### src/rtl/random_design_bist_ctrl.sv
// Built-in stimulus/response controller: drives reset and LFSR vectors into a design
// under test and compacts its responses into a MISR signature compared with a golden word.
module random_design_bist_ctrl #(
  parameter int               WIDTH       = 32,
  parameter int               NUM_VECTORS = 1000,
  parameter int               HOLD_CYCLES = 2,
  parameter int               RST_CYCLES  = 2,
  parameter logic [WIDTH-1:0] LFSR_SEED   = 32'h0000_0001,
  parameter logic [WIDTH-1:0] LFSR_POLY   = 32'h8020_0003,
  parameter logic [WIDTH-1:0] DIRECTED    = 32'hABCD_EFAB,
  parameter logic [WIDTH-1:0] GOLDEN_SIG  = 32'h0
) (
  input  logic             clk,
  input  logic             rst,
  input  logic             start,
  output logic             dut_rst,
  output logic [WIDTH-1:0] dut_in,
  input  logic [WIDTH-1:0] dut_out,
  output logic             busy,
  output logic             done,
  output logic             pass,
  output logic [WIDTH-1:0] signature,
  output logic [15:0]      vec_count
);

  localparam int MAX_CYC = (RST_CYCLES > HOLD_CYCLES) ? RST_CYCLES : HOLD_CYCLES;
  localparam int CNT_W   = (MAX_CYC > 1) ? $clog2(MAX_CYC) : 1;
  localparam int VIDX_W  = (NUM_VECTORS > 1) ? $clog2(NUM_VECTORS) : 1;

  localparam logic [CNT_W-1:0]  RST_LAST  = CNT_W'(RST_CYCLES - 1);
  localparam logic [CNT_W-1:0]  HOLD_LAST = CNT_W'(HOLD_CYCLES - 1);
  localparam logic [VIDX_W-1:0] VEC_LAST  = (NUM_VECTORS > 0) ? VIDX_W'(NUM_VECTORS - 1) : '0;
  localparam logic [WIDTH-1:0]  SEED_EFF  = (LFSR_SEED == '0) ? WIDTH'(1) : LFSR_SEED;

  typedef enum logic [2:0] {
    S_IDLE   = 3'd0,
    S_RST1   = 3'd1,
    S_GAP1   = 3'd2,
    S_RUN    = 3'd3,
    S_RST2   = 3'd4,
    S_GAP2   = 3'd5,
    S_DIR    = 3'd6,
    S_FINISH = 3'd7
  } state_t;

  state_t            state_q, state_d;
  logic [CNT_W-1:0]  cnt_q, cnt_d;
  logic [VIDX_W-1:0] vidx_q, vidx_d;
  logic [WIDTH-1:0]  lfsr_q, lfsr_d;
  logic [WIDTH-1:0]  sig_q, sig_d;
  logic [15:0]       vec_count_q, vec_count_d;
  logic              busy_q, busy_d;
  logic              done_q, done_d;
  logic              pass_q, pass_d;
  logic              dut_rst_q, dut_rst_d;
  logic [WIDTH-1:0]  dut_in_q, dut_in_d;
  logic [WIDTH-1:0]  lfsr_next;
  logic [WIDTH-1:0]  sig_next;
  logic              sample;

  // Shared right-shift Galois step for both the stimulus LFSR and the MISR.
  function automatic logic [WIDTH-1:0] galois_step(input logic [WIDTH-1:0] s);
    return (s >> 1) ^ (s[0] ? LFSR_POLY : '0);
  endfunction

  assign lfsr_next = galois_step(lfsr_q);
  assign sig_next  = galois_step(sig_q) ^ dut_out;

  always_comb begin
    state_d     = state_q;
    cnt_d       = cnt_q;
    vidx_d      = vidx_q;
    lfsr_d      = lfsr_q;
    vec_count_d = vec_count_q;
    busy_d      = busy_q;
    done_d      = done_q;
    pass_d      = pass_q;
    dut_rst_d   = dut_rst_q;
    dut_in_d    = dut_in_q;
    sample      = 1'b0;

    unique case (state_q)
      S_IDLE, S_FINISH: begin
        if (start) begin
          state_d     = S_RST1;
          cnt_d       = '0;
          vidx_d      = '0;
          lfsr_d      = SEED_EFF;
          vec_count_d = '0;
          busy_d      = 1'b1;
          done_d      = 1'b0;
          pass_d      = 1'b0;
          dut_rst_d   = 1'b1;
          dut_in_d    = '0;
        end else begin
          state_d   = S_IDLE;
          dut_rst_d = 1'b1;
          dut_in_d  = '0;
        end
      end
      S_RST1: begin
        if (cnt_q == RST_LAST) begin
          sample    = 1'b1;
          state_d   = S_GAP1;
          cnt_d     = '0;
          dut_rst_d = 1'b0;
          dut_in_d  = '0;
        end else begin
          cnt_d = cnt_q + 1'b1;
        end
      end
      S_GAP1: begin
        cnt_d = '0;
        if (NUM_VECTORS == 0) begin
          state_d   = S_RST2;
          dut_rst_d = 1'b1;
          dut_in_d  = '0;
        end else begin
          state_d  = S_RUN;
          vidx_d   = '0;
          lfsr_d   = lfsr_next;
          dut_in_d = lfsr_next;
        end
      end
      S_RUN: begin
        if (cnt_q == HOLD_LAST) begin
          sample      = 1'b1;
          cnt_d       = '0;
          vec_count_d = (vec_count_q == 16'hFFFF) ? vec_count_q : vec_count_q + 16'd1;
          if (vidx_q == VEC_LAST) begin
            state_d   = S_RST2;
            dut_rst_d = 1'b1;
            dut_in_d  = '0;
          end else begin
            vidx_d   = vidx_q + 1'b1;
            lfsr_d   = lfsr_next;
            dut_in_d = lfsr_next;
          end
        end else begin
          cnt_d = cnt_q + 1'b1;
        end
      end
      S_RST2: begin
        if (cnt_q == RST_LAST) begin
          sample    = 1'b1;
          state_d   = S_GAP2;
          cnt_d     = '0;
          dut_rst_d = 1'b0;
          dut_in_d  = '0;
        end else begin
          cnt_d = cnt_q + 1'b1;
        end
      end
      S_GAP2: begin
        state_d  = S_DIR;
        cnt_d    = '0;
        dut_in_d = DIRECTED;
      end
      S_DIR: begin
        if (cnt_q == HOLD_LAST) begin
          // The verdict uses the signature including this final sample.
          sample   = 1'b1;
          state_d  = S_FINISH;
          cnt_d    = '0;
          busy_d   = 1'b0;
          done_d   = 1'b1;
          pass_d   = (sig_next == GOLDEN_SIG);
          dut_in_d = '0;
        end else begin
          cnt_d = cnt_q + 1'b1;
        end
      end
      default: state_d = S_IDLE;
    endcase
  end

  always_comb begin
    sig_d = sig_q;
    if ((state_q == S_IDLE || state_q == S_FINISH) && start) begin
      sig_d = '0;
    end else if (sample) begin
      sig_d = sig_next;
    end
  end

  always_ff @(posedge clk) begin
    if (rst) begin
      state_q     <= S_IDLE;
      cnt_q       <= '0;
      vidx_q      <= '0;
      lfsr_q      <= SEED_EFF;
      sig_q       <= '0;
      vec_count_q <= '0;
      busy_q      <= 1'b0;
      done_q      <= 1'b0;
      pass_q      <= 1'b0;
      dut_rst_q   <= 1'b1;
      dut_in_q    <= '0;
    end else begin
      state_q     <= state_d;
      cnt_q       <= cnt_d;
      vidx_q      <= vidx_d;
      lfsr_q      <= lfsr_d;
      sig_q       <= sig_d;
      vec_count_q <= vec_count_d;
      busy_q      <= busy_d;
      done_q      <= done_d;
      pass_q      <= pass_d;
      dut_rst_q   <= dut_rst_d;
      dut_in_q    <= dut_in_d;
    end
  end

  assign dut_rst   = dut_rst_q;
  assign dut_in    = dut_in_q;
  assign busy      = busy_q;
  assign done      = done_q;
  assign pass      = pass_q;
  assign signature = sig_q;
  assign vec_count = vec_count_q;

endmodule

### config.mk
export PLATFORM = sky130hd
export DESIGN_NAME = random_design_bist_ctrl
export DESIGN_NICKNAME = d
export VERILOG_FILES = /design/src/rtl/random_design_bist_ctrl.sv
export SDC_FILE = /design/constraint.sdc
export NUM_CORES = 1
export LEC_CHECK = 0
export CORE_MARGIN = 8
export CORE_UTILIZATION = 40
export DETAILED_ROUTE_END_ITERATION = 10
export PLACE_DENSITY_LB_ADDON = 0.1
export SLEW_MARGIN = 30
export SYNTH_ARGS = -nofsm -noshare
export SYNTH_HDL_FRONTEND = slang
export SYNTH_SLANG_ARGS = --single-unit
### constraint.sdc
create_clock -name clk -period 5 [get_ports clk]
set_input_delay 1 -clock clk [delete_from_list [all_inputs] [get_ports clk]]
set_output_delay 1 -clock clk [all_outputs]
set_load 0.01 [all_outputs]
# --- Yosys cells after proc, flatten, opt, wreduce, memory -nomap -nowiden ---
# Cells that the tools add are included.
classes:
  n_addsub: 3
  eq_ne: 19
  n_mux: 40
  n_bitwise: 3
  n_reduce_logical: 20
op_table:
  columns: ["operator", "n"]
  rows:
  - ["two-way mux 32 bit", 8]
  - ["case mux 32 bit (5 select lines)", 1]
  - ["case mux 32 bit (3 select lines)", 1]
  - ["bitwise XOR 31 x 32 -> 32 bit", 2]
  - ["two-way mux 16 bit", 3]
  - ["logical NOT 32 bit", 1]
  - ["case mux 16 bit (2 select lines)", 1]
  - ["bitwise XOR 32 bit", 1]
  - ["two-way mux 10 bit", 3]
  - ["case mux 10 bit (3 select lines)", 1]
  - ["case mux 3 bit (7 select lines)", 1]
  - ["adder 16 x 1 -> 16 bit, second input constant", 1]
  - ["== test 16 bit, second input constant", 1]
  - ["inequality test 2 bit, second input constant", 8]
  - ["two-way mux 3 bit", 5]
  - ["== test 3 bit, second input constant", 4]
  - ["AND reduction 4 bit", 3]
  - ["two-way mux 1 bit", 11]
  - ["adder 10 x 1 -> 10 bit, second input constant", 1]
  - ["== test 10 bit, second input constant", 1]
  - ["OR reduction 2 bit", 4]
  - ["== test 3 x 2 -> 1 bit, second input constant", 2]
  - ["case mux 1 bit (2 select lines)", 3]
  - ["case mux 1 bit (3 select lines)", 2]
  - ["other kinds (13)", 16]
word_totals:
  reg_bits: 130
  out_inout_bits: 84
  wordCells: 96

# --- Depth between registers and ports, before layout ---
# Gate-level depths: netlist of the first run.
depth:
  ltp_word: 6
  mapped_depth: 10
  depth_no_buf: 7

# --- Least setup slack after synthesis of the first run ---
# No wires, ideal clock.
synth_timing:
  kind: "input port to flip-flop"
  startpoint: "input port start"
  endpoint: "register vec_count_q[11], in the netlist vec_count[11]"
  arrival_time_ns: 2.382
  t_required_ns: 4.930
  path_slack_ns: 2.548
  cell_stages: 6
  path_cell_list: "buf_2 > o21bai_1 > a32oi_1 > or4b_4 > or3_1 > a21oi_1"
synth_between:
  elab_chain_len: 2
synth_lines:
  columns: ["item", "line_no", "text"]
  rows:
  - ["from (decl)", "15", "input logic start,"]
  - ["inequality test 2 bit (no source line)", null, null]
  - ["AND reduction 4 bit (no source line)", null, null]
  - ["to (signal assigned)", "205", "vec_count_q <= vec_count_d;"]
  - ["to (decl)", "51", "logic [15:0] vec_count_q, vec_count_d;"]
# Every way passes these cells.
# A chain may end at the register's enable or synchronous reset.

# --- Worst setup path in the final report of the first run ---
layout_timing:
  startpoint: "register state_q[2]"
  endpoint: "register dut_in_q[12], in the netlist dut_in[12]"
layout_between:
  elab_chain_len: 4
  word_cells_on_any_way: 14
layout_lines:
  columns: ["item", "line_no", "text"]
  rows:
  - ["from (decl)", "46", "state_t state_q, state_d;"]
  - ["from (signal assigned)", "200", "state_q <= state_d;"]
  - ["== test 3 bit / == test 3 x 1 -> 1 bit (equally long branches)", "82", "unique case (state_q)"]
  - ["OR reduction 3 bit (no source line)", null, null]
  - ["inequality test 2 x 1 -> 1 bit (no source line)", null, null]
  - ["AND reduction 2 bit (no source line)", null, null]
  - ["to (signal assigned)", "210", "dut_in_q <= dut_in_d;"]
  - ["to (decl)", "56", "logic [WIDTH-1:0] dut_in_q, dut_in_d;"]
# Several ways; a longest one is shown, not always the timed one.

==> results.yml, run 1 <==
drt:
  num_vias: 5231
  drtIter0Drc: 406
  vias_per_cell: 5.54
  post_drt_wl_per_cell_um: 16.9
  drt_first_pass_iters: 4
  drt-total-wl_um: 15900
  route.antenna.remaining_nets: 0
  drc: 0
timing:
  timing.hold.ws_ns: 0.467
  fin_crit_ns: 2.99
  max_slew.worst_pin.slew_ns: 0.960
  max_freq_ghz: 0.334
  fin_skew_ns: 0.00706
  setup_viol: 0
  rsz0062_at_grt: "no"
  maxSlewHeadroom_pct: 35.9
  tns_ns: 0
  hold_viol_final: 0
  drv_slew: 0
  finalCritPeriodShare_pct: 59.8
pwr:
  peakVddDrop_mv: 0.272
  leakagePower_nw: 2.49
  p_total_mw: 3.25
  pwr_density_cell_nw_per_um2: 425
logic_synthesis:
  synthArstFlopShare_pct: 0
  synth_top_area_share_pct: 44.9
  synthCells: 656
  ys_types: 54
  synth_top_area_cell: "dfxtp_1"
  synth_ff_type: "dfxtp_1"
  ys_top_cells_by_area: "dfxtp_1, xnor2_1, a21oi_1, a211oi_1, nand4_1"
  avgSynthCellArea_um2: 8.84
  ys_ff_latch: 130
  seq_area_frac_synth_pct: 44.9
  syn_area_um2: 5800
  syn_nets: 697
  synth_edf_count: 0
  yosysWarningCount: 0
clock_network:
  cts_sinks: 130
  cts.root.buffer_cell: "clkbuf_16"
  clk_pin_slew_ns: 0.06
  cts_inserted_buffers: 17
  holdBufCountCts: 0
  cts_tree: "built"
  cts-resized-gates: 0
  clk_path_buf_depth: 2
  clock_latency_ns: 0.42
  htree_num_levels: 4
  post_cts_buffers: 0
global_route:
  global_route.usage.met3_pct: 6.36
  grt_max_degree: 62
  use_met2_pct: 26.6
  grt_antenna_before_repair: 0
  met1_usage_pct: 22.6
  grt_pass1_vias: 4962
  grt-busiest-layer: "met2"
  grtUsageTotal_pct: 17.4
  grt_pass1_wl_um: 26000
  grt_overflow: 0
final_layout:
  final_area_um2: 7650
  final_nets: 788
  area_delta_synth_final_pct: 31.9
  fillers: 1337
  drive_above_1_share_pct: 8.42
  n_antenna_cell: 0
place:
  placed_cell_area_um2: 7050
  io_buffers: 118
  gp_congestion: 0.819
  hpwl_um: 10800
critical_path:
  crit_arrival_ns: 3.35
  rrSetupSlack_ns: 2.01
  r2r_cells: 4
  worst_setup_path_start_kind: "flip-flop"
  end_kind: "flip-flop"
  path_class: "reg -> reg"
  r2r-start: "state_q[2]"
  crit_required_ns: 5.36
  worstPathMaxFanout: 29
  worstReg2RegEnd: "dut_in[12]"
floorplanning:
  fp.coreArea_um2: 14400
  fp-row-count: 44
  die-height_um: 136
  die_w_um: 136
  initial_core_util_pct: 40.4
  dieArea_um2: 18600
  io_pins: 119
outcome:
  status: "finished, final reports clean"
hold_path:
  hold_end: "busy"
  min-delay-start: "busy"
  hold_class: "reg -> reg"
  holdPathStages: 2
job:
  timing.max_cap.violations: 0
## Yosys cell counts (2+ instances only)
| master | instances |
|---|---|
| dfxtp_1 | 130 |
| nor2_1 | 64 |
| a21oi_1 | 61 |
| xnor2_1 | 47 |
| o21ai_0 | 44 |
| nand4_1 | 43 |
| a211oi_1 | 37 |
| clkbuf_1 | 34 |
| nand2_1 | 24 |
| o221a_2 | 14 |
| nor3_1 | 12 |
| a22o_1 | 11 |
| buf_2 | 11 |
| inv_1 | 11 |
| nand3_1 | 11 |
| nor4_1 | 9 |
| o31ai_1 | 7 |
| buf_1 | 6 |
| ha_1 | 6 |
| or3_1 | 6 |
| or4_1 | 6 |
| a21o_1 | 5 |
| and3_1 | 5 |
| mux2i_1 | 5 |
| and2_1 | 4 |
| nand2b_1 | 4 |
| nor2b_1 | 4 |
| and4_1 | 3 |
| xor2_1 | 3 |
| a2bb2oi_1 | 2 |
| a31oi_1 | 2 |
| o211a_1 | 2 |
| o21bai_1 | 2 |
## flip-flops by register name, indices dropped and copies added (netlist names)
register,flops
busy,1
cnt_q,1
done,1
dut_in,32
dut_rst,1
lfsr_q,32
pass,1
signature,32
state_q,3
vec_count,16
vidx_q,10
## per-layer routing
layer / part of all wire, % / vias to the layer above
met3: 6.5 / 11
met4: 0.96 / 0
met2: 47 / 119
met5: 0 / -
met1: 46 / 2503
li1: - / 2598
## report_power, final
part,internal (mW),total [mW],leakage [nW],switching [mW]
registers,1.11,1.19,1.05,0.0725
clock network,0.776,1.24,0.290,0.467
logic,0.295,0.824,1.15,0.529
## stage by stage
| step | util (%) | cells | setup WS, ns |
|---|---|---|---|
| floorplan | - | 656 | 2.55 |
| global placement | 49.1 | 912 | 1.72 |
| detailed placement | 49.1 | 912 | 1.65 |
| CTS | 53.3 | 944 | 2.03 |
| global route | 53.3 | 944 | 1.79 |
| finish | 53.3 | 944 | 2.01 |
## critical path, cell delays in order, from the launching register on
cell	delay [ns]
dfxtp_1	0.95
nor3_1	0.28
a211o_1	0.65
nor2_1	0.77
a22o_1	0.26
## cell families after synthesis
kind of cell / synth area share [%]
adder cells (fa/ha/maj): 1.29
AND/OR/NAND/NOR: 17.9
AO/OA/AOI/OAI: 22.8
flip-flops: 44.9
multiplexers: 0.863
buffers and inverters: 4.66
XOR/XNOR: 7.55
## final cells by class
cell class	count	area, um2	share of cell area [%]
Multi-Input combinational cell	461	2940	38.5
Sequential cell	130	2600	34.0
Timing Repair Buffer	126	1240	16.2
Clock buffer	21	470	6.15
Tap cell	184	230	3.01
Clock inverter	11	129	1.68
Inverter	11	41.3	0.539
## how the worst max path moves through the flow
stage | slack (ns) | to | depth (start not counted) | startpoint
after floorplan | 2.55 | vec_count[11] | 6 | start
after global placement | 1.72 | vec_count[11] | 6 | start
after detailed placement | 1.65 | lfsr_q[18] | 7 | start
after CTS | 2.03 | dut_in[28] | 4 | state_q[2]
after global routing | 1.79 | dut_in[12] | 4 | state_q[2]
final | 2.01 | dut_in[12] | 4 | state_q[2]
## cells in the final DEF (no fill, tap or decap), drive strengths merged, types with 2 or more instances in the layout
cell           count
and2               4
o21ai             45
or4                6
o31ai              7
nand2b             4
nand3             12
a211oi            38
clkinvlp           2
xnor2             47
nor3              12
nand2             24
or3                6
and4               3
clkinv             6
a31oi              2
nand4             43
inv               12
clkbuf            21
a21oi             62
and3               5
o211a              2
clkdlybuf4s50    117
xor2               3
a2bb2oi            2
o21bai             2
dfxtp            130
nor4               9
a22o              11
buf                9
o221a             14
mux2i              5
ha                 6
nor2b              4
a21o               5
bufinv             2
nor2              64
Power figures use the tool's default switching activity.
==> run 2: changes to the inputs <==
==> constraint.sdc (replaced) <==
create_clock -name clk -period 3 [get_ports clk]
set_input_delay 0.6 -clock clk [delete_from_list [all_inputs] [get_ports clk]]
set_output_delay 0.6 -clock clk [all_outputs]
set_load 0.01 [all_outputs]
==> results.yml, run 2 (same netlist as run 1, synthesis figures left out) <==
outcome:
  status: "finished, final reports clean"
global_route:
  grt_pass1_vias: 5168
  grt_antenna_before_repair: 0
  grtUsageTotal_pct: 17.8
  grt_max_degree: 62
  grt_overflow: 0
  grt_pass1_wl_um: 26900
clock_network:
  clk_pin_slew_ns: 0.05
  cts_inserted_buffers: 17
  clock_latency_ns: 0.42
  cts-resized-gates: 0
  cts_sinks: 130
  cts_tree: "built"
  post_cts_buffers: 0
  clk_path_buf_depth: 2
  cts.root.buffer_cell: "clkbuf_16"
  htree_num_levels: 4
  holdBufCountCts: 0
drt:
  dr.max_layer_used: "met4"
  drt_first_pass_iters: 6
  drt-total-wl_um: 16100
  drtIter0Drc: 254
  post_drt_wl_per_cell_um: 16.9
  drc: 0
  route.met3.wl_um: 1100
  wl_met1_um: 7350
  num_vias: 5332
  route.antenna.remaining_nets: 0
  wl_met2_um: 7510
  vias_per_cell: 5.59
floorplanning:
  die-height_um: 136
  fp.coreArea_um2: 14400
  initial_core_util_pct: 40.4
  dieArea_um2: 18600
  io_pins: 119
  die_w_um: 136
  fp-row-count: 44
final_layout:
  final_nets: 799
  layout_common_cells: "dfxtp_1, clkdlybuf4s50_1, nor2_1, a21oi_1, xnor2_1"
  instances_no_fill: 954
  regArea_um2: 2600
  multiInputGateArea_um2: 2940
  n_antenna_cell: 0
  final_common_cell: "dfxtp_1"
  drive_above_1_share_pct: 9.22
  fillers: 1332
  area_delta_synth_final_pct: 33.8
timing:
  drv_slew: 0
  tns_ns: 0
  max_slew.worst_pin.slew_ns: 0.631
  maxSlewHeadroom_pct: 57.9
  fin_crit_ns: 2.56
  finalCritPeriodShare_pct: 85.3
  setup_viol: 0
  hold_viol_final: 0
  max_freq_ghz: 0.391
  rsz0062_at_grt: "no"
  fin_skew_ns: 0.00829
critical_path:
  rrSetupSlack_ns: 0.44
  path_class: "reg -> reg"
  worstPathMaxFanout: 32
  end_kind: "flip-flop"
  crit_required_ns: 3.34
  worst_setup_path_start_kind: "flip-flop"
  crit_arrival_ns: 2.90
hold_path:
  hold_class: "reg -> reg"
pwr:
  leakagePower_nw: 2.56
  pwr_density_cell_nw_per_um2: 711
  peakVddDrop_mv: 0.348
place:
  post-place-cells: 923
  hpwl_um: 11100
  io_buffers: 118
  gp_congestion: 0.840
job:
  timing.max_cap.violations: 0
-- run 2: changes by cell type in the layout (fill, tap and decap cells not counted), sizes merged --
cell / change
clkinv: -1
bufinv: +1
inv: -1
buf: +11
-- run 2: metal layers --
layer	vias up	global-route usage, %
met5	-	0
met4	0	4.27
met3	11	6.58
met2	143	27.8
met1	2555	22.9
li1	2623	-
-- run 2: critical path, cell delays in order (launching register included) --
cell and delay [ns]:
dfxtp_1 0.39, ha_1 0.53, nor2b_1 0.35, o21ai_1 0.15, nand2_1 0.37, buf_4 0.38
o21ai_0 0.15, a21oi_1 0.15
-- run 2: per-stage QoR --
step / worst slack [ns] / util (%) / total power [mW] / cell area [um2] / hold WS [ns]
detailed placement: 0.222 / 49.9 / 3.46 / 7170 / 0.472
global placement: 0.381 / 49.9 / 3.44 / 7170 / 0.446
finish: 0.441 / 54.0 / 5.52 / 7760 / 0.478
CTS: 0.453 / 54.0 / 5.57 / 7760 / 0.483
global route: 0.148 / 54.0 / 5.80 / 7760 / 0.500
floorplan: 0.917 / - / 2.87 / 5800 / 0.458
-- run 2: power by group --
| group | switching, mW | internal [mW] |
|---|---|---|
| logic | 0.903 | 0.562 |
| registers | 0.111 | 1.86 |
| clock network | 0.750 | 1.34 |
| total | 1.76 | 3.76 |
-- run 2: worst paths after layout --
check,depth (start not counted),end,startpoint
setup / recovery,7,lfsr_q[4],state_q[0]
hold / removal,1,dut_in[4],dut_in[4]
setup reg to reg,7,lfsr_q[4],state_q[0]
hold reg to reg,1,dut_in[4],dut_in[4]
-- run 2: area by class of cell --
type	count	area share, %
Timing Repair Buffer	137	17.5
Clock inverter	10	1.72
Inverter	11	0.532
Multi-Input combinational cell	461	37.9
Sequential cell	130	33.5
Clock buffer	21	5.93
Tap cell	184	2.96
